## src/rtl/sc_point_mover_if.sv

```systemverilog
// Player-point bus: debounced button levels and obstacle row in, player row and game status out.
interface sc_point_mover_if #(
  parameter int DATAWIDTH_BUS = 8
);
  localparam int POSW = $clog2(DATAWIDTH_BUS);

  logic                     sc_point_mover_start_In;
  logic                     sc_point_mover_left_In;
  logic                     sc_point_mover_right_In;
  logic [DATAWIDTH_BUS-1:0] sc_point_mover_obsRow_In;
  logic [DATAWIDTH_BUS-1:0] sc_point_mover_row_Out;
  logic [POSW-1:0]          sc_point_mover_pos_Out;
  logic [7:0]               sc_point_mover_moves_Out;
  logic [1:0]               sc_point_mover_state_Out;
  logic                     sc_point_mover_hit_Out;

  modport master (
    output sc_point_mover_start_In, sc_point_mover_left_In, sc_point_mover_right_In,
           sc_point_mover_obsRow_In,
    input  sc_point_mover_row_Out, sc_point_mover_pos_Out, sc_point_mover_moves_Out,
           sc_point_mover_state_Out, sc_point_mover_hit_Out
  );

  modport slave (
    input  sc_point_mover_start_In, sc_point_mover_left_In, sc_point_mover_right_In,
           sc_point_mover_obsRow_In,
    output sc_point_mover_row_Out, sc_point_mover_pos_Out, sc_point_mover_moves_Out,
           sc_point_mover_state_Out, sc_point_mover_hit_Out
  );
endinterface

```

## src/rtl/sc_point_mover.sv

```systemverilog
// Player-point register and IDLE/PLAY/HIT game FSM for the 8x8 LED-matrix game.
// Moves the one-hot point on button rising edges and flags collision with the obstacle row.
module sc_point_mover #(
  parameter int                     DATAWIDTH_BUS = 8,
  parameter logic [DATAWIDTH_BUS-1:0] INIT_ROW    = 8'b00010000
) (
  input  logic              sc_point_mover_CLOCK_50,
  input  logic              sc_point_mover_RESET_InHigh,
  sc_point_mover_if.slave   bus
);
  localparam int POSW = $clog2(DATAWIDTH_BUS);

  typedef enum logic [1:0] {
    IDLE   = 2'b00,
    PLAY   = 2'b01,
    HIT    = 2'b10,
    UNUSED = 2'b11
  } state_t;

  state_t                   stateR, stateNext_s;
  logic [DATAWIDTH_BUS-1:0] rowR, rowNext_s;
  logic [POSW-1:0]          posR, posNext_s;
  logic [7:0]               movesR, movesNext_s;
  logic                     hitR, hitNext_s;
  logic                     prevStartR, prevLeftR, prevRightR;
  logic                     riseStart_s, riseLeft_s, riseRight_s;

  function automatic logic [POSW-1:0] encodeRow(input logic [DATAWIDTH_BUS-1:0] row);
    logic [POSW-1:0] enc;
    enc = {POSW{1'b0}};
    for (int i = 0; i < DATAWIDTH_BUS; i++) begin
      if (row[i]) begin
        enc = POSW'(i);
      end else begin
        enc = enc;
      end
    end
    return enc;
  endfunction

  assign riseStart_s = bus.sc_point_mover_start_In & ~prevStartR;
  assign riseLeft_s  = bus.sc_point_mover_left_In  & ~prevLeftR;
  assign riseRight_s = bus.sc_point_mover_right_In & ~prevRightR;

  // Next-state, point movement and collision decode
  always_comb begin
    stateNext_s = stateR;
    rowNext_s   = rowR;
    movesNext_s = movesR;
    hitNext_s   = hitR;
    case (stateR)
      IDLE: begin
        rowNext_s = INIT_ROW;
        hitNext_s = 1'b0;
        if (riseStart_s) begin
          stateNext_s = PLAY;
          movesNext_s = 8'd0;
        end else begin
          stateNext_s = IDLE;
        end
      end
      PLAY: begin
        if (riseLeft_s && !riseRight_s && !rowR[DATAWIDTH_BUS-1]) begin
          rowNext_s   = rowR << 1;
          movesNext_s = movesR + 8'd1;
        end else if (riseRight_s && !riseLeft_s && !rowR[0]) begin
          rowNext_s   = rowR >> 1;
          movesNext_s = movesR + 8'd1;
        end else begin
          rowNext_s   = rowR;
        end
        // Collision is judged against the point as it stands, not where it is moving to.
        if ((rowR & bus.sc_point_mover_obsRow_In) != {DATAWIDTH_BUS{1'b0}}) begin
          stateNext_s = HIT;
          hitNext_s   = 1'b1;
        end else begin
          stateNext_s = PLAY;
        end
      end
      HIT: begin
        if (riseStart_s) begin
          stateNext_s = IDLE;
          rowNext_s   = INIT_ROW;
          movesNext_s = 8'd0;
          hitNext_s   = 1'b0;
        end else begin
          stateNext_s = HIT;
        end
      end
      default: begin
        stateNext_s = IDLE;
        rowNext_s   = INIT_ROW;
        movesNext_s = 8'd0;
        hitNext_s   = 1'b0;
      end
    endcase
    posNext_s = encodeRow(rowNext_s);
  end

  // State and datapath registers with synchronous reset
  always_ff @(posedge sc_point_mover_CLOCK_50) begin
    if (sc_point_mover_RESET_InHigh) begin
      stateR     <= IDLE;
      rowR       <= INIT_ROW;
      posR       <= encodeRow(INIT_ROW);
      movesR     <= 8'd0;
      hitR       <= 1'b0;
      // Held-through-reset buttons must not look like a fresh press.
      prevStartR <= 1'b1;
      prevLeftR  <= 1'b1;
      prevRightR <= 1'b1;
    end else begin
      stateR     <= stateNext_s;
      rowR       <= rowNext_s;
      posR       <= posNext_s;
      movesR     <= movesNext_s;
      hitR       <= hitNext_s;
      prevStartR <= bus.sc_point_mover_start_In;
      prevLeftR  <= bus.sc_point_mover_left_In;
      prevRightR <= bus.sc_point_mover_right_In;
    end
  end

  assign bus.sc_point_mover_row_Out   = rowR;
  assign bus.sc_point_mover_pos_Out   = posR;
  assign bus.sc_point_mover_moves_Out = movesR;
  assign bus.sc_point_mover_state_Out = stateR;
  assign bus.sc_point_mover_hit_Out   = hitR;
endmodule

```

## src/flat_wrapper.sv

```systemverilog
// flat-port wrapper written by rule: the top's interface ports become plain ports
module sc_point_mover_flat 
#(
  parameter int                     DATAWIDTH_BUS = 8,
  parameter logic [DATAWIDTH_BUS-1:0] INIT_ROW    = 8'b00010000
)
  (sc_point_mover_CLOCK_50, sc_point_mover_RESET_InHigh, bus_sc_point_mover_start_In, bus_sc_point_mover_left_In, bus_sc_point_mover_right_In, bus_sc_point_mover_obsRow_In, bus_sc_point_mover_row_Out, bus_sc_point_mover_pos_Out, bus_sc_point_mover_moves_Out, bus_sc_point_mover_state_Out, bus_sc_point_mover_hit_Out);
  sc_point_mover_if #(.DATAWIDTH_BUS(DATAWIDTH_BUS)) bus_i ();
  input  logic sc_point_mover_CLOCK_50;
  input  logic sc_point_mover_RESET_InHigh;
  input wire logic [$bits(bus_i.sc_point_mover_start_In)-1:0] bus_sc_point_mover_start_In;
  input wire logic [$bits(bus_i.sc_point_mover_left_In)-1:0] bus_sc_point_mover_left_In;
  input wire logic [$bits(bus_i.sc_point_mover_right_In)-1:0] bus_sc_point_mover_right_In;
  input wire logic [$bits(bus_i.sc_point_mover_obsRow_In)-1:0] bus_sc_point_mover_obsRow_In;
  output wire logic [$bits(bus_i.sc_point_mover_row_Out)-1:0] bus_sc_point_mover_row_Out;
  output wire logic [$bits(bus_i.sc_point_mover_pos_Out)-1:0] bus_sc_point_mover_pos_Out;
  output wire logic [$bits(bus_i.sc_point_mover_moves_Out)-1:0] bus_sc_point_mover_moves_Out;
  output wire logic [$bits(bus_i.sc_point_mover_state_Out)-1:0] bus_sc_point_mover_state_Out;
  output wire logic [$bits(bus_i.sc_point_mover_hit_Out)-1:0] bus_sc_point_mover_hit_Out;
  assign bus_i.sc_point_mover_start_In = bus_sc_point_mover_start_In;
  assign bus_i.sc_point_mover_left_In = bus_sc_point_mover_left_In;
  assign bus_i.sc_point_mover_right_In = bus_sc_point_mover_right_In;
  assign bus_i.sc_point_mover_obsRow_In = bus_sc_point_mover_obsRow_In;
  assign bus_sc_point_mover_row_Out = bus_i.sc_point_mover_row_Out;
  assign bus_sc_point_mover_pos_Out = bus_i.sc_point_mover_pos_Out;
  assign bus_sc_point_mover_moves_Out = bus_i.sc_point_mover_moves_Out;
  assign bus_sc_point_mover_state_Out = bus_i.sc_point_mover_state_Out;
  assign bus_sc_point_mover_hit_Out = bus_i.sc_point_mover_hit_Out;
  sc_point_mover #(.DATAWIDTH_BUS(DATAWIDTH_BUS), .INIT_ROW(INIT_ROW)) u_core (.sc_point_mover_CLOCK_50(sc_point_mover_CLOCK_50), .sc_point_mover_RESET_InHigh(sc_point_mover_RESET_InHigh), .bus(bus_i));
endmodule
```

## config.mk

```make
export PLATFORM = sky130hd
export DESIGN_NAME = sc_point_mover_flat
export DESIGN_NICKNAME = d
export VERILOG_FILES = /design/src/rtl/sc_point_mover_if.sv /design/src/rtl/sc_point_mover.sv /design/src/flat_wrapper.sv
export SDC_FILE = /design/constraint.sdc
export NUM_CORES = 1
export LEC_CHECK = 0
export ABC_AREA = 1
export CORE_UTILIZATION = 44
export DETAILED_ROUTE_END_ITERATION = 7
export PLACE_DENSITY = 0.75
export SYNTH_ARGS = -nofsm -noshare
export SYNTH_HDL_FRONTEND = slang
export SYNTH_SLANG_ARGS = --single-unit
```

## constraint.sdc

```tcl
create_clock -name sc_point_mover_CLOCK_50 -period 1.5 [get_ports sc_point_mover_CLOCK_50]
set_input_delay 0.225 -clock sc_point_mover_CLOCK_50 [delete_from_list [all_inputs] [get_ports sc_point_mover_CLOCK_50]]
set_output_delay 0.225 -clock sc_point_mover_CLOCK_50 [all_outputs]
set_load 0.1 [all_outputs]
```

# Word level (Yosys, flattened, before mapping)
# Index checks and enable logic that the tools add are counted.
# W data, S select, Z words.
# word_totals
ff_bits,25
latch_bits,0
ramBits,0
romBits,0
in_bits,13
out_inout_bits,22
elab_cells,61
memories,0
# op_classes
addsub,1
n_mul,0
n_div,0
order_cmp,0
eq_ne,6
shift,0
mux,22
bitwise_logic,7
reduce_logical,15
# ops
cell,count
$mux W8,6
$pmux W8 S2,2
$mux W2,8
$add A8 B1 Y8 const B,1
$and A8 B8 Y8,1
$reduce_bool A8 Y1,1
$ne A2 B1 Y1 const B,3
$pmux W2 S3,1
$reduce_and A2 Y1,3
$reduce_or A5 Y1,1
$logic_and A1 B1 Y1,4
$logic_not A1 Y1,4
$mux W1,4
$and A1 B1 Y1,3
$ne A3 B1 Y1 const B,1
$not A1 Y1,3
$eq A2 B1 Y1 const B,1
$eq A2 B2 Y1 const B,1
$logic_not A2 Y1,1
$pmux W1 S2,1
$reduce_or A2 Y1,1

# Longest topological paths before layout
# logic_depth
depth_word,15
depth_mapped,14
depth_no_buf,13

# Worst setup path before layout
# OpenSTA, ideal clock, no wires.
# synth_timing
kind,flip-flop to flip-flop
from,"register u_core.stateR[0], in the netlist u_core.bus.sc_point_mover_state_Out[0]"
to,"register u_core.movesR[7], in the netlist u_core.bus.sc_point_mover_moves_Out[7]"
setup_time_ps,119
arrival_ps,2233
required_time_ps,1381
path_slack_ps,-852
stages_incl_launch_ff,11
path_buffers,0
synth_period_minus_slack_ps,2352
path_cell_list,dfxtp_1 inv_1 ha_1 o21ai_2 nand2_4 nor3_4 nand2_2 nor2_4 nand3_1 nand2_1 nor2_1
# synth_between
elab_chain_len,4
elab_cells_between_ends,8
classes_between,eq/ne: 4; mux: 1; reduce/logical: 3
# synth_rtl
item,line,rtl
start: declaration,sc_point_mover.sv:20,"state_t stateR, stateNext_s;"
start signal: assignment,sc_point_mover.sv:113,stateR <= stateNext_s;
$eq A2 B2 Y1 / $logic_not A2 Y1 (equally long branches),sc_point_mover.sv:51,case (stateR)
$reduce_or A2 Y1 (no source line),n/a,
$ne A2 B1 Y1 (no source line),n/a,
$reduce_and A2 Y1 (no source line),n/a,
end signal: assignment,sc_point_mover.sv:116,movesR <= movesNext_s;
end: declaration,sc_point_mover.sv:23,"logic [7:0] movesR, movesNext_s;"
# Several ways; a longest one is shown, not always the timed one.
# A chain may end at the register's enable or synchronous reset.

# Worst setup path after layout
# layout_timing
from,"register u_core.stateR[0], in the netlist u_core.bus.sc_point_mover_state_Out[0]"
to,"register u_core.movesR[6], in the netlist u_core.bus.sc_point_mover_moves_Out[6]"
# Same word-level chain as after synthesis.

==> results by group <==
Floorplan
  – Chip width: 58.9 µm
  – Ports: 35
  – Initial core utilization: 46.6%
  – Core area: 3050 µm²
  – Cell row count: 20
  – Die ar.: 3460 µm²
  – DIE HEIGHT: 58.9 µm

Critical path
  – Reg2reg start: u_core.bus.sc_point_mover_state_Out[0]
  – CP Max Fanout: 4
  – Crit Path Class: flop to flop
  – Crit path launch: u_core.bus.sc_point_mover_state_Out[0]
  – Reg2reg path depth: 10
  – Critical Path Sink Type: flop
  – Crit path DAT: 1.80 ns
  – Worst EP required: 1.75 ns
  – Crit start category: flop

Drt
  – Vias per inst: 5.00
  – DRT iter0 DRCs: 77
  – Routed wire length: 4210 µm
  – First drt pass iteration count: 4
  – Via count: 1571
  – Remaining antenna violation count: 0
  – DRC errors left: 0
  – Routed wire per std cell: 13.4 µm

Timing
  – Final hold slack: 0.286 ns
  – Setup TNS: -0.0967 ns
  – Max Freq: 646 MHz
  – RSZ-0062 raised after global routing: yes
  – Hold Fails Final Rpt: 0
  – Final Setup Violations: 4
  – Clock skew: 0.00306 ns
  – Post-layout min period: 1.55 ns
  – Fin. max-slew vios: 0
  – Post-route clock period utilization: 103%
  – Slew margin rel.: 81.3%
  – Worst slew pin tran: 0.280 ns
  – Setup WS post-layout: -0.0482 ns

Placement
  – DP Worst Slack: -0.447 ns
  – Detailed Place HPWL: 2920 µm
  – # port buffers: 34
  – GP Congestion: 0.988

Power
  – Max IR drop VDD: 0.729 mV
  – P_leak: 1.12 nW
  – Psw: 0.465 mW
  – Power Internal: 0.949 mW
  – Clock power share: 24.1%
  – PwrDens: 559 nW/µm²
  – Combinational share of power: 26.6%
  – Sw frac: 32.9%
  – Seq pwr share: 49.2%

Clocking
  – Clock buffer depth: 2
  – Root Driver: clkbuf_4
  – Num CTS Buffers: 3
  – CTS H-tree depth: 1
  – TritonCTS clock tree: yes
  – Num Clock Sinks: 25
  – Clock Latency Late Sink: 0.33 ns
  – Clock slew at reported path FFs: 0.16 ns

GRT
  – Grt met1 use: 31.6%
  – Largest net degree at the start of global routing: 17
  – Met3 usage: 5.71%
  – Grt met2 use: 39.4%
  – GRT Residual Overflow: 0
  – Wire length of the first global-routing pass: 6390 µm
  – GR peak layer: met2
  – Antenna violations before repair: 0
  – Overall Global Routing Usage: 24.0%
  – Vias in the first global route: 1437

Synthesis
  – Ys flop type: dfxtp_1
  – Synthesized instance count: 199
  – Total number of yosys warnings: 0
  – Number of synthesized flops with an enable pin: 0
  – Synth unique cells: 31
  – Async S/R FF share, synth: 0%
  – Count of state elements after synthesis: 25
  – Syn Area/Cell: 7.15 µm²
  – Synthesized cell area: 1420 µm²
  – Mapped Nets: 217
  – Post-synthesis sequential area ratio: 35.2%

Finish
  – N_diodes: 0
  – Area growth from synthesis to layout: 77.7%
  – Nets: 289
  – Layout cells sized above 1: 48.9%
  – Fillers: 184

Status
  – Status: finished, violations left
  – Violated checks: setup timing

Hold path
  – Hold path start: bus_sc_point_mover_left_In
  – Hold Crit Depth: 4
  – HP Class: primary input to flop

Flow run
  – Max-Cap Viols: 0
## synthesized netlist by cell type (2+ instances only)
cell      number  area (µm²)
o21ai_0        4        20.0
inv_2          2        7.51
ha_1           5        62.6
nor2_4         4        45.0
nand4_1        3        18.8
nand2_1       45         169
a211oi_1       2        15.0
nor3_4         2        32.5
o21ai_2        2        17.5
a221oi_1       2        17.5
inv_1         29         109
nor3_1         4        20.0
nand3_4        2        35.0
or2_2          2        12.5
nand2_2        5        31.3
a21oi_1       11        55.1
o21ai_1        5        25.0
nor2_2         2        12.5
nand3_1       11        55.1
nor2_1        22        82.6
dfxtp_1       25         500
## metal layers
layer | up-vias | wire (µm)
li1 | 787 | -
met1 | 735 | 1840
met2 | 45 | 2140
met3 | 4 | 191
met4 | 0 | 26
met5 | - | 0
## metrics by stage
| step | power, mW | std cells | cell area, µm² | util [%] |
|---|---|---|---|---|
| floorplan | 0.902 | 199 | 1520 | - |
| global placement | 1.04 | 299 | 2300 | 75.5 |
| detailed placement | 1.04 | 299 | 2300 | 75.5 |
| CTS | 1.39 | 308 | 2390 | 78.2 |
| global route | 1.48 | 314 | 2530 | 82.8 |
| finish | 1.41 | 314 | 2530 | 82.8 |
## state kept, by name, indices dropped and copies added, names as in the netlist
register,count
u_core.prevStartR,1
u_core.bus.sc_point_mover_hit_Out,1
u_core.bus.sc_point_mover_pos_Out,3
u_core.prevRightR,1
u_core.bus.sc_point_mover_state_Out,2
u_core.prevLeftR,1
u_core.bus.sc_point_mover_moves_Out,8
u_core.bus.sc_point_mover_row_Out,8
## worst paths after layout
path / endpoint / slack (ns)
setup / recovery: u_core.bus.sc_point_mover_moves_Out[6] / -0.05
hold / removal: u_core.prevLeftR / 0.29
setup reg to reg: u_core.bus.sc_point_mover_moves_Out[6] / -0.05
hold reg to reg: u_core.bus.sc_point_mover_moves_Out[0] / 0.54
## cell usage in the layout (no fill, tap or decap), types with 2 or more instances in the layout
| cell type | instances |
|---|---|
| nor2_1 | 21 |
| buf_4 | 32 |
| a21oi_1 | 6 |
| dfxtp_1 | 9 |
| nand2_4 | 2 |
| buf_12 | 22 |
| inv_4 | 6 |
| ha_1 | 2 |
| buf_6 | 3 |
| inv_2 | 6 |
| nand3_2 | 2 |
| ha_4 | 3 |
| nor3_1 | 3 |
| nand4_1 | 3 |
| clkdlybuf4s50_1 | 10 |
| dfxtp_4 | 4 |
| a21oi_2 | 5 |
| o21ai_0 | 2 |
| nor3_4 | 2 |
| o21ai_4 | 2 |
| nand3_1 | 9 |
| inv_1 | 19 |
| o21ai_1 | 5 |
| nand2_2 | 9 |
| o21ai_2 | 2 |
| nor2_4 | 4 |
| a211oi_1 | 2 |
| clkbuf_4 | 3 |
| nand2_1 | 40 |
| dfxtp_2 | 12 |
| nand3_4 | 3 |
| nor2_2 | 3 |
## kinds of logic after synthesis
kind of cell               count (synthesis)  share of synthesized area [%]
DFF                                       25                           35.2
buffers and inverters                     33                           9.23
adders and majority gates                  5                           4.40
AOI/OAI and AO/OA                         31                           13.1
and+or+nand+nor                          105                           38.1
## power groups by stage
stage / Combinational [mW] / Clock, mW / Sequential, mW
after global routing: 0.398 / 0.382 / 0.699
after CTS: 0.342 / 0.348 / 0.696
after detailed placement: 0.332 / 0 / 0.710
final: 0.376 / 0.341 / 0.696
after floorplan: 0.124 / 0 / 0.778
after global placement: 0.326 / 0 / 0.710
## cell type report
type / count / area, µm² / area share, %
inverters: 31 / 131 / 5.20
multi-input cells: 141 / 943 / 37.3
flip-flops and latches: 25 / 531 / 21.0
well taps: 44 / 55.1 / 2.18
repair buffers: 69 / 836 / 33.1
clock inverters: 1 / 8.76 / 0.347
clock buffers: 3 / 22.5 / 0.891
## what timing repair did
action / 4_1_cts / 5_1_grt
endpoints found under the hold margin: 0 / 0
cloned: 0 / 0
gates resized for setup: 8 / 28
pin swaps: 3 / 10
buffers inserted: 5 / 6
hold buffers: 0 / 0
setup endpoints to repair: 6 / 16
## worst max-delay path, stage by stage (launching register included)
cell and delay, ns:
dfxtp_4 0.41, inv_4 0.05, ha_4 0.16, o21ai_4 0.17
nand2_4 0.10, nor3_4 0.19, nand2_2 0.10, nor2_4 0.11
nand3_1 0.07, nand2_1 0.07, nor2_1 0.03
No activity file was read; power rests on OpenSTA's default activity.
